[src/rtl/hex_display_scheduler.sv]
// Purpose: round-robin sharing of one 8-digit hex display between two requesters, with minimum dwell.
// Latency: accept at edge t with display idle (IDLE/HOLD) -> new value on disp_* after edge t+1.
// Backpressure: reqX_ready = !pendX (registered); a full one-deep buffer stalls its requester until it is loaded.
//
// Ports:
//   clk, rst_n              clock (rising edge), asynchronous active-low reset
//   req0_valid/ready/data/blank   requester 0 handshake, 32-bit hex value, 8-bit blank mask (1 = digit off)
//   req1_valid/ready/data/blank   requester 1, same meaning
//   disp_in, disp_blank     registered value / blank mask driven to the multiplexed hex display
//   owner                   requester whose value is currently on the display (reset 1)
//   busy                    high while a value is inside its guaranteed dwell window (SHOW)
//
// Optional build macro: DISP_BLINK_EN -- while HOLDing a stale value, blink it by toggling
// disp_blank between the stored mask and 8'hFF every BLINK_CYCLES cycles.

module hex_display_scheduler #(
  parameter int DWELL_CYCLES = 1000,
  parameter int CNT_W        = 16,
  parameter int BLINK_CYCLES = 500
) (
  input  logic        clk,
  input  logic        rst_n,
  input  logic        req0_valid,
  output logic        req0_ready,
  input  logic [31:0] req0_data,
  input  logic [7:0]  req0_blank,
  input  logic        req1_valid,
  output logic        req1_ready,
  input  logic [31:0] req1_data,
  input  logic [7:0]  req1_blank,
  output logic [31:0] disp_in,
  output logic [7:0]  disp_blank,
  output logic        owner,
  output logic        busy
);

  typedef enum logic [1:0] {
    IDLE = 2'd0,
    SHOW = 2'd1,
    HOLD = 2'd2
  } state_t;

  localparam logic [CNT_W-1:0] DWELL_RELOAD = CNT_W'(DWELL_CYCLES - 1);
  localparam logic [CNT_W-1:0] BLINK_RELOAD = CNT_W'(BLINK_CYCLES - 1);
  localparam logic [CNT_W-1:0] CNT_ONE      = 1;

  state_t           state;
  logic [CNT_W-1:0] cnt;

  // One-deep holding buffer per requester.
  logic [31:0] buf0_data, buf1_data;
  logic [7:0]  buf0_blank, buf1_blank;
  logic        pend0, pend1;

  logic acc0, acc1;
  logic slot_free;
  logic load;
  logic gnt;

  // Ready comes straight from a flop, so there is no valid->ready combinational path.
  assign req0_ready = !pend0;
  assign req1_ready = !pend1;

  assign acc0 = req0_valid && !pend0;
  assign acc1 = req1_valid && !pend1;

  // The display can take a new value when idle, holding, or at the last dwell cycle.
  assign slot_free = (state == IDLE) || (state == HOLD) ||
                     ((state == SHOW) && (cnt == '0));
  assign load      = slot_free && (pend0 || pend1);

  // Tie goes to the requester that does not currently own the display; with only
  // one pending, that one wins even if it owned the previous slot.
  assign gnt = (pend0 && pend1) ? ~owner : pend1;

  // ------------------------------------------------------------------
  // Request buffers. Accept and load of the same buffer can never coincide:
  // accept needs pendX = 0, load of X needs pendX = 1.
  // ------------------------------------------------------------------
  always_ff @(posedge clk or negedge rst_n) begin
    if (!rst_n) begin
      pend0      <= 1'b0;
      buf0_data  <= '0;
      buf0_blank <= '0;
    end else if (acc0) begin
      pend0      <= 1'b1;
      buf0_data  <= req0_data;
      buf0_blank <= req0_blank;
    end else if (load && !gnt) begin
      pend0      <= 1'b0;
    end
  end

  always_ff @(posedge clk or negedge rst_n) begin
    if (!rst_n) begin
      pend1      <= 1'b0;
      buf1_data  <= '0;
      buf1_blank <= '0;
    end else if (acc1) begin
      pend1      <= 1'b1;
      buf1_data  <= req1_data;
      buf1_blank <= req1_blank;
    end else if (load && gnt) begin
      pend1      <= 1'b0;
    end
  end

  // ------------------------------------------------------------------
  // Display FSM with registered outputs. cnt is the dwell down-counter in
  // SHOW and, in blink builds, the blink half-period counter in HOLD.
  // ------------------------------------------------------------------
`ifdef DISP_BLINK_EN
  logic [7:0] shown_blank;  // mask of the value on screen, restored between blink-off phases
  logic       blink_off;    // 1 while disp_blank is forced to all-off

  always_ff @(posedge clk or negedge rst_n) begin
    if (!rst_n) begin
      state       <= IDLE;
      cnt         <= '0;
      disp_in     <= '0;
      disp_blank  <= 8'hFF;
      shown_blank <= 8'hFF;
      blink_off   <= 1'b0;
      owner       <= 1'b1;
      busy        <= 1'b0;
    end else if (load) begin
      // Load wins over any blink toggle, so the new mask appears on this edge.
      disp_in     <= gnt ? buf1_data  : buf0_data;
      disp_blank  <= gnt ? buf1_blank : buf0_blank;
      shown_blank <= gnt ? buf1_blank : buf0_blank;
      blink_off   <= 1'b0;
      owner       <= gnt;
      cnt         <= DWELL_RELOAD;
      state       <= SHOW;
      busy        <= 1'b1;
    end else begin
      case (state)
        SHOW: begin
          if (cnt != '0) begin
            cnt <= cnt - CNT_ONE;
          end else begin
            // Dwell done with nothing waiting: start HOLD in the "on" phase.
            state     <= HOLD;
            busy      <= 1'b0;
            cnt       <= BLINK_RELOAD;
            blink_off <= 1'b0;
          end
        end
        HOLD: begin
          if (cnt != '0) begin
            cnt <= cnt - CNT_ONE;
          end else begin
            cnt        <= BLINK_RELOAD;
            blink_off  <= ~blink_off;
            disp_blank <= blink_off ? shown_blank : 8'hFF;
          end
        end
        default: begin
          // IDLE: display stays blank until the first load.
        end
      endcase
    end
  end
`else
  always_ff @(posedge clk or negedge rst_n) begin
    if (!rst_n) begin
      state      <= IDLE;
      cnt        <= '0;
      disp_in    <= '0;
      disp_blank <= 8'hFF;
      owner      <= 1'b1;
      busy       <= 1'b0;
    end else if (load) begin
      disp_in    <= gnt ? buf1_data  : buf0_data;
      disp_blank <= gnt ? buf1_blank : buf0_blank;
      owner      <= gnt;
      cnt        <= DWELL_RELOAD;
      state      <= SHOW;
      busy       <= 1'b1;
    end else begin
      case (state)
        SHOW: begin
          if (cnt != '0) begin
            cnt <= cnt - CNT_ONE;
          end else begin
            // Dwell done with nothing waiting: keep the value up, steady.
            state <= HOLD;
            busy  <= 1'b0;
            cnt   <= BLINK_RELOAD;
          end
        end
        default: begin
          // IDLE / HOLD: outputs unchanged until the next load.
        end
      endcase
    end
  end
`endif

endmodule

[config.mk]
export PLATFORM = sky130hd
export DESIGN_NAME = hex_display_scheduler
export DESIGN_NICKNAME = d
export VERILOG_FILES = /design/src/rtl/hex_display_scheduler.sv
export SDC_FILE = /design/constraint.sdc
export NUM_CORES = 1
export LEC_CHECK = 0
export ABC_AREA = 1
export CORE_MARGIN = 5
export CORE_UTILIZATION = 40
export CTS_CLUSTER_SIZE = 16
export DETAILED_ROUTE_END_ITERATION = 7
export HOLD_SLACK_MARGIN = 0.03
export SLEW_MARGIN = 20
export SYNTH_ARGS = -nofsm -noshare
export SYNTH_HDL_FRONTEND = slang
export SYNTH_SLANG_ARGS = --single-unit
[constraint.sdc]
create_clock -name clk -period 1.72 [get_ports clk]
set_input_delay 0.344 -clock clk [delete_from_list [all_inputs] [get_ports clk]]
set_output_delay 0.344 -clock clk [all_outputs]
set_load 0.02 [all_outputs]
==> results of run 1 <==
==> power by group <==
group	total (mW)	leakage, nW	switching (mW)	internal [mW]
clock	4.00	0.318	1.39	2.62
sequential	3.98	1.66	0.206	3.78
combinational	0.848	2.44	0.319	0.529
==> per-layer routing <==
metal | vias up | wire [um] | GRT usage, %
li1 | 2573 | - | -
met1 | 2525 | 7288 | 24.66
met2 | 127 | 7850 | 29.42
met3 | 19 | 789 | 4.996
met4 | 0 | 210 | 5.879
met5 | - | 0 | 0
==> logic make-up (layout without fill, tap and decap cells) <==
family | count (synthesis) | count (layout) | share of synthesized area, %
compound gates | 89 | 89 | 7.242
xor+xnor | 3 | 3 | 0.4144
fa+ha+maj | 2 | 2 | 0.3946
buf+inv | 98 | 266 | 6.531
flops | 141 | 141 | 55.82
mux | 44 | 44 | 7.814
simple gates | 329 | 329 | 21.78
==> area by class of cell <==
cell class / instances / area (um2) / share of cell area (%)
Sequential cell: 141 / 3543 / 40.21
Multi-Input combinational cell: 467 / 2412 / 27.37
Timing Repair Buffer: 172 / 1700 / 19.30
Clock buffer: 22 / 494.2 / 5.608
Tap cell: 216 / 270.3 / 3.067
Inverter: 62 / 232.7 / 2.641
Clock inverter: 10 / 158.9 / 1.803
==> layout by cell type (no fill, tap or decap), types with 4 or more instances in the layout <==
cell type and count:
sky130_fd_sc_hd__dfstp_2 9, sky130_fd_sc_hd__clkdlybuf4s50_1 82, sky130_fd_sc_hd__dfrtp_1 129, sky130_fd_sc_hd__clkbuf_16 18, sky130_fd_sc_hd__nor2_1 61, sky130_fd_sc_hd__nor2_2 6, sky130_fd_sc_hd__a21oi_1 39, sky130_fd_sc_hd__buf_4 31
sky130_fd_sc_hd__nand2_1 179, sky130_fd_sc_hd__dlygate4sd2_1 42, sky130_fd_sc_hd__bufinv_16 4, sky130_fd_sc_hd__o21ai_0 45, sky130_fd_sc_hd__nand3_1 69, sky130_fd_sc_hd__buf_12 9, sky130_fd_sc_hd__clkbuf_8 5, sky130_fd_sc_hd__inv_1 61
sky130_fd_sc_hd__mux2_2 44
==> worst max path at each step <==
stage	from	to	slack, ps	cells past startpoint
2_1_floorplan	owner	disp_in[29]	170	6
3_3_place_gp	req1_valid	buf1_data[15]	70	5
3_5_place_dp	cnt[1]	disp_in[10]	30	10
4_1_cts	owner	owner	20	1
5_1_grt	cnt[1]	pend1	-20	10
6_report	pend0	req0_ready	60	2
==> synth_stat cells <==
cell | n | area share [%]
sky130_fd_sc_hd__or2_2 | 1 | 0.099
sky130_fd_sc_hd__nor2_4 | 2 | 0.36
sky130_fd_sc_hd__buf_1 | 5 | 0.30
sky130_fd_sc_hd__nand3_2 | 1 | 0.16
sky130_fd_sc_hd__clkinv_1 | 1 | 0.059
sky130_fd_sc_hd__buf_2 | 13 | 1.0
sky130_fd_sc_hd__nand4_1 | 2 | 0.20
sky130_fd_sc_hd__nor2_1 | 62 | 3.7
sky130_fd_sc_hd__nand2_2 | 2 | 0.20
sky130_fd_sc_hd__ha_1 | 2 | 0.39
sky130_fd_sc_hd__nand3b_1 | 1 | 0.12
sky130_fd_sc_hd__o21ai_0 | 45 | 3.6
sky130_fd_sc_hd__dfstp_2 | 9 | 3.7
sky130_fd_sc_hd__mux2_2 | 44 | 7.8
sky130_fd_sc_hd__a21oi_1 | 39 | 3.1
sky130_fd_sc_hd__dfrtp_1 | 132 | 52
sky130_fd_sc_hd__nand3_1 | 69 | 5.4
sky130_fd_sc_hd__clkbuf_1 | 14 | 0.83
sky130_fd_sc_hd__xor2_1 | 2 | 0.28
sky130_fd_sc_hd__xnor2_1 | 1 | 0.14
sky130_fd_sc_hd__buf_6 | 4 | 0.71
sky130_fd_sc_hd__o21bai_1 | 1 | 0.12
sky130_fd_sc_hd__nand2_1 | 182 | 11
sky130_fd_sc_hd__o211ai_1 | 2 | 0.24
sky130_fd_sc_hd__a31o_2 | 1 | 0.14
sky130_fd_sc_hd__o21a_1 | 1 | 0.12
sky130_fd_sc_hd__nand2_4 | 1 | 0.18
sky130_fd_sc_hd__inv_1 | 61 | 3.6
sky130_fd_sc_hd__nor2_2 | 6 | 0.59
==> repair_timing <==
action                                  in CTS  in global routing
gates resized for setup                     44                 14
pin swaps                                    0                  5
cloned                                       0                  1
hold endpoints to repair                    33                  0
setup buffers                                0                  9
hold buffers                                 1                  0
endpoints found under the setup margin      44                 56
==> state kept, by name (all words and copies together), names as in the netlist <==
| name | cells |
|---|---|
| buf0_blank | 8 |
| owner | 1 |
| pend0 | 1 |
| disp_in | 32 |
| buf1_data | 32 |
| buf1_blank | 8 |
| state | 2 |
| buf0_data | 32 |
| disp_blank | 8 |
| cnt | 16 |
| pend1 | 1 |
==> results summary, run 1 <==
The length in cells of the worst reg-to-reg path came out at 10. The worst-case hold slack came out at between 400 and 500 ps. The via count of the first global-routing pass came out at 5474. The floorplan has 46 rows. The start of the worst register-to-register path is cnt[1]. Dividing the detail-routed via count by the number of cells gives roughly 4.8.

The number of antenna diodes came out at 0. The first-pass iteration count of the detailed router is 5. The slowest stage of the critical path belongs to the cell sky130_fd_sc_hd__dfrtp_1. The number of flip-flops and latches in the synthesized netlist came out at between 100 and 150. The worst slew slack as a fraction of its limit is 69.23%. TritonCTS built the clock tree. The static leakage is 4.421 nW. The count of yosys warnings during synthesis is 0.

The number of design-rule violations left by the first detailed-router iteration came out at 302. For the worst-skew pair, the clock arrives at the later sink with an insertion delay of 410 ps. The final setup slack of the worst path came out at 56.86 ps.

The count of clock tree sinks is around 140. The worst setup path is of the reg -> out kind. The cell count after placement came out at between 1000 and 1500. At the pin with the least slew margin, the transition time is between 400 and 500 ps.

The total routing usage reported by global routing is a little under a fifth. The floorplan step set the die width to approximately 140 um. In this run the tool buffered the top-level ports with 127 buffer cells.

The data arrival time of the critical path is about 1300 ps. Static timing analysis puts the maximum clock frequency at about 600 MHz. The number of routed nets with antenna violations is 0. The cell family contributing the most delay on the critical path is buffers and inverters. The fraction of the cycle the final worst path needs came out at approximately 97%.

The critical path launch point type is a flip-flop. For the worst setup path, the data required time is ~1400 ps. Traced cell by cell, the critical path runs through inv_1 -> dlygate4sd2_1. The fill cell instance count of the final layout came out at around 1400. In the routed design, unresolved DRC markers number 0. The number of failing hold endpoints at the final stage came out at 0.

For this run, the post-layout net count is ~950. The wire-length estimate of the detail-placed layout is around 11000 um. The overflow left after global routing is 0. The final max-slew violation count is 0. Max-cap violations in this run came to 0.

The number of antenna violations at the first check in global routing came out at 0. The flow ran to the end, and the final reports show no timing, DRC or antenna violations. The final estimated routing congestion in global placement came out at slightly below 0.9. The sequential area share after synthesis came out at a little under three fifths.

The average wire per cell in the routed design is about 15 um. The total wire length after detailed routing came out at about 16000 um. Clock-pin slew was measured on the worst setup and hold paths at approximately 60 ps. Once layout is done, the placed cells without fillers occupy 8812 um2. The worst clock skew came out at between 5 and 6 ps. The shortest clock period the worst path allows after layout came out at 1663 ps. The vertical die dimension is between 100 and 150 um.

The pin count of the biggest net entering global routing is 44. The total placed instance area came out at 8078 um2. The die outline area came out at ~18000 um2. The signed area change from the synthesized netlist to the final layout came out at 38.97%.

The core box area came out at about 16000 um2. The maximum count of clock buffers along a single path is 2. The share of cells above drive strength 1 is between 10% and 20%. The net count after synthesis is roughly 790.

In this run, CTS created clock tree buffers numbering 17. The power after layout came out at just under 9 mW. The worst vdd rail ir drop is between 0.0006 and 0.0007 V. The count of pins on the block boundary is approximately 130.

The worst setup slack before clock tree synthesis is 34.30 ps. STA classifies the critical path endpoint as a primary output. The largest single stage delay on the critical path is a little over 400 ps. The starting utilization of the core area is about two fifths. Detailed routing inserted a total of roughly 5200 vias. The gate count after technology mapping is just over 700. Once layout is complete, the utilization of the core stands at a little under three fifths.

Synthesis instantiated 29 different standard cells from the library. The sum of negative setup slack is 0 ps. A synthesized cell averages roughly 9.0 um2. The final instance count without filler cells is about 1100.

CTS placed an instance of sky130_fd_sc_hd__clkbuf_16 at the clock tree root. In this run the register-to-register setup slack is ~90 ps. Dividing total power by cell area gives a power density of 1002 nW/um2. The mapped cell area came out at between 6000 and 7000 um2. The path type of the worst min-delay path is in -> async.

The endpoint identified for the worst register-to-register timing path is pend1. The largest fanout on the critical path is 4. Setup repair after global routing could not meet its margin everywhere. In this run the number of H-tree levels came out at 4. The wire length of the first global-routing pass is 26940 um. Setup violations remaining at the end of the flow were counted as 0. The number of buffers and inverters on the critical path is 2.
No activity file was read; power rests on OpenSTA's default activity.
==> run 2, diff against run 1 <==
SKIP_CTS_REPAIR_TIMING = 1   (was unset)
==> run 2 against run 1 <==
Wire length is essentially flat. First-iteration DRC count up 4.6%. Combinational power about the same. Cell area is 2.0% higher. Highest routed layer unchanged.
==> results summary, run 2 (synthesis gave the netlist of run 1 again) <==
The worst clock skew came to 5.681 ps (was 5.733 ps). The die width was 135.9 um (unchanged). Registers with the most flip-flops: buf0_data: 32 flops, buf1_data: 32 flops, disp_in: 32 flops (unchanged).

The fraction of the cycle the final worst path needs is 95.77% (was 96.69%). RSZ-0062 raised after global routing: yes (unchanged). The number of I/O port buffers is 127 (unchanged). The number of design-rule violations left by the first detailed-router iteration was 316 (was 302). The core box area is 15710 um2 (unchanged). The path type of the worst min-delay path is in -> async (unchanged). The signed area change from the synthesized netlist to the final layout is 41.79% (was 38.97%).

The critical path endpoint category is a flip-flop (was primary output). The cell count along the critical path came out at 10 (was 2). The worst slew slack as a fraction of its limit came out at 69.35% (was 69.23%).

The share of power burned in the clock network came to 45.3% (about the same). The data arrival time of the critical path came to 1950 ps (was 1320 ps). The average wire per cell in the routed design came out at 14.79 um (was 14.81 um). The critical path's slowest cell is sky130_fd_sc_hd__dfrtp_1 (unchanged). The final standard cell area without fillers is 8991 um2 (was 8812 um2). The proportion of total power due to net switching is 21.56% (was 21.63%). By instance count, the cell type seen most on the critical path is sky130_fd_sc_hd__buf_4. Most frequent cells in the layout: sky130_fd_sc_hd__nand2_1 (178), sky130_fd_sc_hd__dfrtp_1 (129), sky130_fd_sc_hd__clkdlybuf4s50_1 (82), sky130_fd_sc_hd__nand3_1 (69), sky130_fd_sc_hd__nor2_1 (61) (was sky130_fd_sc_hd__nand2_1 (179), sky130_fd_sc_hd__dfrtp_1 (129), sky130_fd_sc_hd__clkdlybuf4s50_1 (82), sky130_fd_sc_hd__nand3_1 (69)).

Sequence of cells on the critical path: inv_2 -> ha_1 -> nand2_1 -> nor2_2 -> nand3_2 -> nand2_4 -> buf_4 -> buf_4 -> nand3_1 -> o21a_1 (was inv_1 -> dlygate4sd2_1). The vertical die dimension came out at 135.9 um (unchanged). The worst vdd rail ir drop is 0.0006804 V (was 0.0006813 V).

The number of failing hold endpoints at the final stage came out at 0 (unchanged). The number of antenna violations at the first check in global routing came out at 0 (unchanged). The type of the setup path with the least slack is reg -> reg (was reg -> out). The register share of total power is 45.1% (about the same). The number of routed nets with antenna violations is 0 (unchanged). The CTS root buffer was sky130_fd_sc_hd__clkbuf_16 (unchanged). The total routing usage reported by global routing is 18.47% (was 18.46%). The shortest clock period the worst path allows after layout is 1647 ps (was 1663 ps). The worst-case register-to-register setup slack came to 70 ps (was 90 ps). The measured slew at the worst slew-check pin came out at 459.8 ps (was 461.6 ps). The share of cells above drive strength 1 is 17.51% (was 17.39%). The total wire length after detailed routing came to 16120 um (was 16140 um). The wire length of the first global-routing pass came out at 26950 um (was 26940 um).

The cell count after placement is 1047 (unchanged). The clock-pin slew reported for the worst setup and hold paths after clock tree synthesis came out at 60 ps (about the same). The worst-case hold slack was 407.1 ps (was 409.0 ps). The maximum clock frequency came to 607.1 MHz (was 601.3 MHz). The die outline area came out at 18470 um2 (unchanged).

The detailed placement HPWL is 11490 um (unchanged). The overflow left after global routing came out at 0 (unchanged). The via count of the first global-routing pass came out at 5475 (was 5474). The clock insertion delay at the later pin of the skew report is 410 ps (about the same). The power spent charging and discharging nets is 1.903 mW (was 1.910 mW). The combinational share of power is 9.6% (about the same). The maximum level of the CTS H-tree came out at 4 (unchanged).

The TritonCTS clock tree is built (unchanged). The final setup violation count is 0 (unchanged). The count of pins on the block boundary came out at 128 (unchanged).

The first-pass iteration count of the detailed router is 5 (unchanged). The power after layout is 8.826 mW (was 8.831 mW). The number of vias in the routed layout is 5282 (was 5244).

Outcome: finished, final reports clean (unchanged). The largest fanout on the critical path came out at 7 (was 4). The final instance count without filler cells came out at 1090 (unchanged).

The starting utilization of the core area is 40.36% (unchanged). The final layout net count is 947 (unchanged). The maximum count of clock buffers along a single path came to 2 (unchanged). The number of antenna diodes is 0 (unchanged). The core occupancy in the finished layout came to 57.22% (was 56.08%). The standard-cell row count came out at 46 (unchanged).

The pin count of the biggest net entering global routing is 44 (unchanged). The power density normalized to cell area is 981.6 nW/um2 (was 1002 nW/um2). The final estimated routing congestion in global placement came out at 0.8713 (unchanged).

The number of buffers and inverters on the critical path came out at 3 (was 2). The number of CTS-inserted buffers is 17 (unchanged). The largest delay contributor family on the critical path is simple AND/OR/NAND/NOR gates (was buffers and inverters). The static leakage came out at 5.027 nW (was 4.421 nW). The max capacitance violation total was 0 (unchanged). The design internal power came out at 6.923 mW (was 6.922 mW). The detailed-route DRC error count came out at 0 (unchanged). The fill cell instance count of the final layout came out at 1348 (was 1396). The per-cell via count in the routed design is 4.846 (was 4.811). The critical path launch point type is a flip-flop (unchanged). The most frequent standard cell in the layout excluding fill and tap cells is sky130_fd_sc_hd__nand2_1 (unchanged). The length in cells of the worst reg-to-reg path is 10 (unchanged).

The total placed instance area is 8078 um2 (unchanged). The final max-slew violation count came out at 0 (unchanged). The stage delay of the slowest cell on the critical path came out at 410 ps (about the same).

The worst path required time came to 2020 ps (was 1380 ps). The count of clock tree sinks is 141 (unchanged).
-- run 2: cell count changes in the layout (fill, tap and decap cells not counted), sizes merged --
cell and change:
clkbuf -1, dlygate4sd2 -42, clkdlybuf4s15 -1, dlymetal6s2s +44
-- run 2: routing by layer --
metal | track usage (%) | vias up | routed length (um)
li1 | - | 2577 | -
met1 | 24.66 | 2560 | 7259
met2 | 29.42 | 126 | 7848
met3 | 5.033 | 19 | 804
met4 | 5.879 | 0 | 211
met5 | 0 | - | 0
-- run 2: area by class of cell --
cell class / instances / area (um2) / share of cell area [%]
Multi-Input combinational cell: 467 / 2424 / 26.96
Timing Repair Buffer: 172 / 1868 / 20.78
Inverter: 62 / 232.7 / 2.588
Tap cell: 216 / 270.3 / 3.006
Sequential cell: 141 / 3543 / 39.41
Clock buffer: 22 / 494.2 / 5.497
Clock inverter: 10 / 158.9 / 1.767
-- run 2: stage by stage --
stage	setup TNS (ps)	setup WS, ps
finish	0	72.78
global route	-117.2	-42.90
CTS	-4202	-253.5
detailed placement	0	34.30
global placement	0	65.95
floorplan	0	170.5
-- run 2: path summary, 6_finish.rpt --
path / startpoint / to
worst min-delay path: rst_n / disp_in[27]
worst min register to register: disp_blank[1] / disp_blank[1]
max in group asynchronous: rst_n / disp_blank[5]
worst max register to register: cnt[1] / pend1
worst max-delay path: cnt[1] / pend1
min in group clk: disp_blank[1] / disp_blank[1]
-- run 2: power groups by stage --
stage                     combinational (mW)  sequential [mW]  clock [mW]
after global routing                   0.952             4.04        4.24
after global placement                 0.828             4.02           0
final                                  0.850             3.98        3.99
after detailed placement               0.860             4.04           0
after CTS                              0.864             3.98        4.06
after floorplan                        0.484             3.97           0
-- run 2: worst register-to-register path: stages (launching register included) --
cell and delay (ps):
sky130_fd_sc_hd__dfrtp_1 410, sky130_fd_sc_hd__inv_2 70, sky130_fd_sc_hd__ha_1 150, sky130_fd_sc_hd__nand2_1 70, sky130_fd_sc_hd__nor2_2 120, sky130_fd_sc_hd__nand3_2 110, sky130_fd_sc_hd__nand2_4 160, sky130_fd_sc_hd__buf_4 140
sky130_fd_sc_hd__buf_4 110, sky130_fd_sc_hd__nand3_1 90, sky130_fd_sc_hd__o21a_1 120
